===== config.mk =====
export PLATFORM = sky130hd
export DESIGN_NAME = onchip_mem_bus_adapter
export DESIGN_NICKNAME = d
export VERILOG_FILES = /design/src/rtl/onchip_mem_bus_adapter.sv
export SDC_FILE = /design/constraint.sdc
export NUM_CORES = 1
export LEC_CHECK = 0
export BUFFER_PORTS_ARGS = -buffer_cell sky130_fd_sc_hd__buf_2
export CAP_MARGIN = 20
export CORE_UTILIZATION = 43
export DETAILED_ROUTE_END_ITERATION = 8
export GPL_ROUTABILITY_DRIVEN = 0
export HOLD_SLACK_MARGIN = 0.06
export PLACE_DENSITY = 0.9
export SLEW_MARGIN = 20
export SYNTH_ARGS = -nofsm -noshare
export SYNTH_HDL_FRONTEND = slang
export SYNTH_SLANG_ARGS = --single-unit

===== constraint.sdc =====
create_clock -name clk -period 3.04 [get_ports clk]
set_input_delay 0.304 -clock clk [delete_from_list [all_inputs] [get_ports clk]]
set_output_delay 0.304 -clock clk [all_outputs]
set_load 0.005 [all_outputs]

===== src/rtl/onchip_mem_bus_adapter.sv =====
// onchip_mem_bus_adapter
// Bridges 32-bit valid/ready load/store requests from the RV32 core onto one
// port of the 512 x 64-bit on-chip RAM. Requests are decoded and driven onto the
// RAM in the cycle they are accepted. One pending stage then captures the read
// lane. Responses return in order through a small FIFO, so the core can stall
// the response channel.
//
// Optional build macro ONCHIP_ADAPTER_PERF_EN adds three 32-bit event counters
// (ok loads, ok stores, errors) as perf_* outputs.
module onchip_mem_bus_adapter #(
  parameter logic [31:0] ADDR_BASE = 32'h8000_0000,
  parameter int unsigned RSP_DEPTH = 2
) (
  input  logic        clk,
  input  logic        reset_n,
  // core request channel
  input  logic        req_valid,
  output logic        req_ready,
  input  logic [31:0] req_addr,
  input  logic        req_we,
  input  logic [31:0] req_wdata,
  input  logic [3:0]  req_wstrb,
  // core response channel
  output logic        rsp_valid,
  input  logic        rsp_ready,
  output logic [31:0] rsp_rdata,
  output logic        rsp_err,
  // RAM port
  output logic [8:0]  mem_address,
  output logic [7:0]  mem_byteenable,
  output logic        mem_chipselect,
  output logic        mem_write,
  output logic [63:0] mem_writedata,
  output logic        mem_clken,
  input  logic [63:0] mem_readdata
`ifdef ONCHIP_ADAPTER_PERF_EN
  ,
  output logic [31:0] perf_rd_cnt,
  output logic [31:0] perf_wr_cnt,
  output logic [31:0] perf_err_cnt
`endif
);

  localparam int unsigned PtrW = (RSP_DEPTH > 1) ? $clog2(RSP_DEPTH) : 1;

  // Request decode
  logic        in_range;
  logic        aligned;
  logic        req_ok;
  logic        fire;
  logic [2:0]  credits_used;

  // Pending stage: request issued to the RAM last edge, waiting for readdata
  logic        pend_valid_q;
  logic        pend_we_q;
  logic        pend_lane_q;
  logic        pend_err_q;

  // Response FIFO
  logic [31:0]     fifo_data_q [RSP_DEPTH];
  logic            fifo_err_q  [RSP_DEPTH];
  logic [PtrW-1:0] wr_ptr_q;
  logic [PtrW-1:0] rd_ptr_q;
  logic [PtrW-1:0] wr_ptr_nxt;
  logic [PtrW-1:0] rd_ptr_nxt;
  logic [2:0]      fifo_cnt_q;
  logic            push;
  logic            pop;
  logic [31:0]     push_data;

  // Address checks and credit-based flow control
  always_comb begin
    in_range     = (req_addr[31:12] == ADDR_BASE[31:12]);
    aligned      = (req_addr[1:0] == 2'b00);
    req_ok       = in_range & aligned;
    // A pop in the same cycle does not return a credit; keeps req_ready off
    // the rsp_ready path.
    credits_used = {2'b00, pend_valid_q} + fifo_cnt_q;
    req_ready    = reset_n & (credits_used < 3'(RSP_DEPTH));
    fire         = req_valid & req_ready;
  end

  // RAM drive, combinational from the request being accepted
  always_comb begin
    mem_chipselect = fire & req_ok;
    mem_write      = fire & req_ok & req_we;
    mem_address    = req_addr[11:3];
    mem_writedata  = {req_wdata, req_wdata};
    if (req_we) begin
      mem_byteenable = req_addr[2] ? {req_wstrb, 4'h0} : {4'h0, req_wstrb};
    end else begin
      mem_byteenable = 8'hFF;
    end
    mem_clken = reset_n;
  end

  // FIFO control and response outputs
  always_comb begin
    push       = pend_valid_q;
    rsp_valid  = reset_n & (fifo_cnt_q != 3'd0);
    pop        = rsp_valid & rsp_ready;
    wr_ptr_nxt = (wr_ptr_q == PtrW'(RSP_DEPTH - 1)) ? '0 : wr_ptr_q + 1'b1;
    rd_ptr_nxt = (rd_ptr_q == PtrW'(RSP_DEPTH - 1)) ? '0 : rd_ptr_q + 1'b1;
    // Stores and errors carry no data back.
    if (pend_we_q || pend_err_q) begin
      push_data = 32'h0;
    end else begin
      push_data = pend_lane_q ? mem_readdata[63:32] : mem_readdata[31:0];
    end
    rsp_rdata = rsp_valid ? fifo_data_q[rd_ptr_q] : 32'h0;
    rsp_err   = rsp_valid ? fifo_err_q[rd_ptr_q] : 1'b0;
  end

  // Pending stage and FIFO pointers; reset drops everything in flight
  always_ff @(posedge clk) begin
    if (!reset_n) begin
      pend_valid_q <= 1'b0;
      pend_we_q    <= 1'b0;
      pend_lane_q  <= 1'b0;
      pend_err_q   <= 1'b0;
      wr_ptr_q     <= '0;
      rd_ptr_q     <= '0;
      fifo_cnt_q   <= 3'd0;
    end else begin
      pend_valid_q <= fire;
      if (fire) begin
        pend_we_q   <= req_we;
        pend_lane_q <= req_addr[2];
        pend_err_q  <= ~req_ok;
      end
      if (push) begin
        wr_ptr_q <= wr_ptr_nxt;
      end
      if (pop) begin
        rd_ptr_q <= rd_ptr_nxt;
      end
      fifo_cnt_q <= fifo_cnt_q + {2'b00, push} - {2'b00, pop};
    end
  end

  // FIFO storage; contents are only visible through a valid head
  always_ff @(posedge clk) begin
    if (push) begin
      fifo_data_q[wr_ptr_q] <= push_data;
      fifo_err_q[wr_ptr_q]  <= pend_err_q;
    end
  end

  // Credit accounting guarantees a free slot for every push
  always_ff @(posedge clk) begin
    if (reset_n) begin
      assert (!(push && !pop && fifo_cnt_q == 3'(RSP_DEPTH)))
        else $error("onchip_mem_bus_adapter: response fifo overflow");
    end
  end

`ifdef ONCHIP_ADAPTER_PERF_EN
  logic [31:0] perf_rd_q;
  logic [31:0] perf_wr_q;
  logic [31:0] perf_err_q;

  // Event counters per accepted request class; wrap naturally
  always_ff @(posedge clk) begin
    if (!reset_n) begin
      perf_rd_q  <= 32'h0;
      perf_wr_q  <= 32'h0;
      perf_err_q <= 32'h0;
    end else if (fire) begin
      if (!req_ok) begin
        perf_err_q <= perf_err_q + 32'd1;
      end else if (req_we) begin
        perf_wr_q <= perf_wr_q + 32'd1;
      end else begin
        perf_rd_q <= perf_rd_q + 32'd1;
      end
    end
  end

  assign perf_rd_cnt  = perf_rd_q;
  assign perf_wr_cnt  = perf_wr_q;
  assign perf_err_cnt = perf_err_q;
`endif

endmodule


==> out/metrics.cfg <==
[synthesis]
synth-async-reset-ratio_pct=0
ys_seq_elements=76
yosys_warnings=0
synth_area_per_cell_um2=11.5
syn_nets=498
synth_top_cell_area_share_pct=48.3
yosysMostFrequentCell=buf_4
synth_common_cells=77 x buf_4, 67 x mux2i_1, 67 x nor2_1
ys.flop_type=edfxtp_1
synth_edf_count=66
synth_cells=357
yosysTopAreaCell=edfxtp_1
synth_area_leaders=edfxtp_1 48%, mux2i_1 16%, buf_4 14%, nor2_1 6.1%, dfxtp_1 4.9%
syn_area_mm2=0.00411
netlist-cell-type-count=27
ys_seq_area_share_pct=53.2

[clocking]
cts_tree=built
ctsHoldBuffers=0
postCtsResizedCells=0
cts_buffers=9
worstSkewPairLatency_ns=0.33
clk_path_buf_depth=2
htreeDepth=3
cts-root-buf=clkbuf_8
numClockSinks=76
post_cts.repair.setup_buffers=0
clkTransAtPathRegs_ns=0.07

[detailed_routing]
viasPerCell=4.75
num_vias=2625
drt_pass1_iterations=4
wl_per_cell_um=14.0
ant_nets=0
route.detailed.drc=0
drt-total-wl_um=7760
initialDrtViolationCount=49

[layout]
drive_gt1_share_pct=39.9
diodes=0
syn2layout_area_growth_pct=10.7
design_area_mm2=0.00454
nets=560
utilization_pct=49.2

[die]
initial_core_util_pct=44.4
coreArea_mm2=0.00924
die_area_mm2=0.00994
io_pins=256
die_x_um=99.7
die_y_um=99.7
row_count=35

[global_route]
grt_pass1_vias=2628
overflow=0
antenna_found_initial=0
grt_max_degree=35
grt_pass1_wl_um=12000
track_usage_pct=15.7

[sta]
worst_pin_slew_ns=1.04
hold_slack_ns=0.298
rsz0062_at_grt=no
max-slew-margin-rel_pct=30.6
slew_viol_final=0
finalHoldViolCount=0
finalClockSkew_ns=0.00536
fin_crit_ns=2.27
fin_crit_sh_pct=74.8
tns_ns=0
setup_violations=0
fmax_ghz=0.440

[worst_setup_path]
critPathArrivalTime_ns=1.97
criticalPathCategory=reg2out
critPathLaunchType=flop
critPathLaunch=pend_valid_q
r2r_start=pend_lane_q
cp_max_fo=4
end_kind=primary output
required_ns=2.74

[placement]
place_area_mm2=0.00435
dpl.hpwl_um=5630
port_buffers=141

[power_and_ir_drop]
power_per_cell_area_mw_per_mm2=671
ir_drop_v=0.000396
p_leak_nw=1.88

[status]
outcome=finished clean

[min_path]
hp-class=in2reg
hold_start=rsp_ready

[flow_run]
drv_cap=0

==> path summary, 6_finish.rpt <==
check	cells after the start	slack [ns]	end
setup / recovery	7	0.77	mem_write
setup reg to reg	2	1.33	fifo_data_q[0][14]
hold / removal	3	0.30	rd_ptr_q
hold reg to reg	1	0.49	rd_ptr_q
==> critical path: stages, from the launching register on <==
cell and delay [ns]:
dfxtp_1 0.34, ha_1 0.21, ha_1 0.28, and3b_1 0.22, nand2_2 0.09, nor3_2 0.23
and2_1 0.15, buf_2 0.10
==> area by class of cell <==
type                            count  area, um2
Inverter                            9       33.8
Tap cell                          129        161
Multi-Input combinational cell    180       1250
Sequential cell                    76       2180
Clock inverter                      7       67.6
Fill cell                         832       4700
Clock buffer                        9        124
Timing Repair Buffer              143        721
==> registers in the layout, indices dropped and copies added (netlist names), named ones only <==
name	cells
fifo_data_q	64
pend_we_q	1
pend_lane_q	1
fifo_err_q	2
wr_ptr_q	1
fifo_cnt_q	3
pend_err_q	1
rd_ptr_q	1
pend_valid_q	1
==> layout by cell type (no fill, tap or decap), types with 2 or more instances in the layout <==
cell type   instances
and2_1              2
buf_2             141
buf_4               2
clkbuf_8            9
clkinv_2            2
clkinvlp_4          2
dfxtp_1             8
dfxtp_2             2
edfxtp_1           66
ha_1                4
inv_1               8
mux2i_1            67
nand2_1            10
nor2_1             67
nor2b_1             5
nor4_1              4
o21ai_0             7
==> cell families (layout without fill, tap and decap cells) <==
| logic type | Yosys count | after routing | share of synthesized area [%] |
|---|---|---|---|
| AO/OA/AOI/OAI | 9 | 9 | 1.55 |
| XOR/XNOR | 2 | 2 | 0.610 |
| adder cells (fa/ha/maj) | 4 | 4 | 1.22 |
| buffers and inverters | 101 | 168 | 16.5 |
| flip-flops | 76 | 76 | 53.2 |
| multiplexers | 67 | 67 | 16.3 |
| AND/OR/NAND/NOR | 98 | 98 | 10.6 |
==> per-layer routing <==
metal  up-vias  global-route usage (%)  wire [um]
met5         -                       0          0
met4         0                    5.43        157
met3        19                    6.11        640
met2       128                    29.1       4010
met1      1207                    16.1       2950
li1       1271                       -          -
==> through the flow <==
step                      cells  worst slack (ns)  power, mW
after detailed placement    537              1.13       2.37
final                       553             0.767       3.05
after global routing        553             0.638       3.25
after global placement      537              1.19       2.32
after floorplan             357             0.722       2.12
after CTS                   553             0.743       3.09
==> power breakdown <==
group | internal, mW | switching, mW | total (mW)
combinational | 0.412 | 0.443 | 0.855
sequential | 1.33 | 0.145 | 1.47
clock | 0.374 | 0.347 | 0.721
total | 2.12 | 0.934 | 3.05
(Power assumes the default switching activity.)
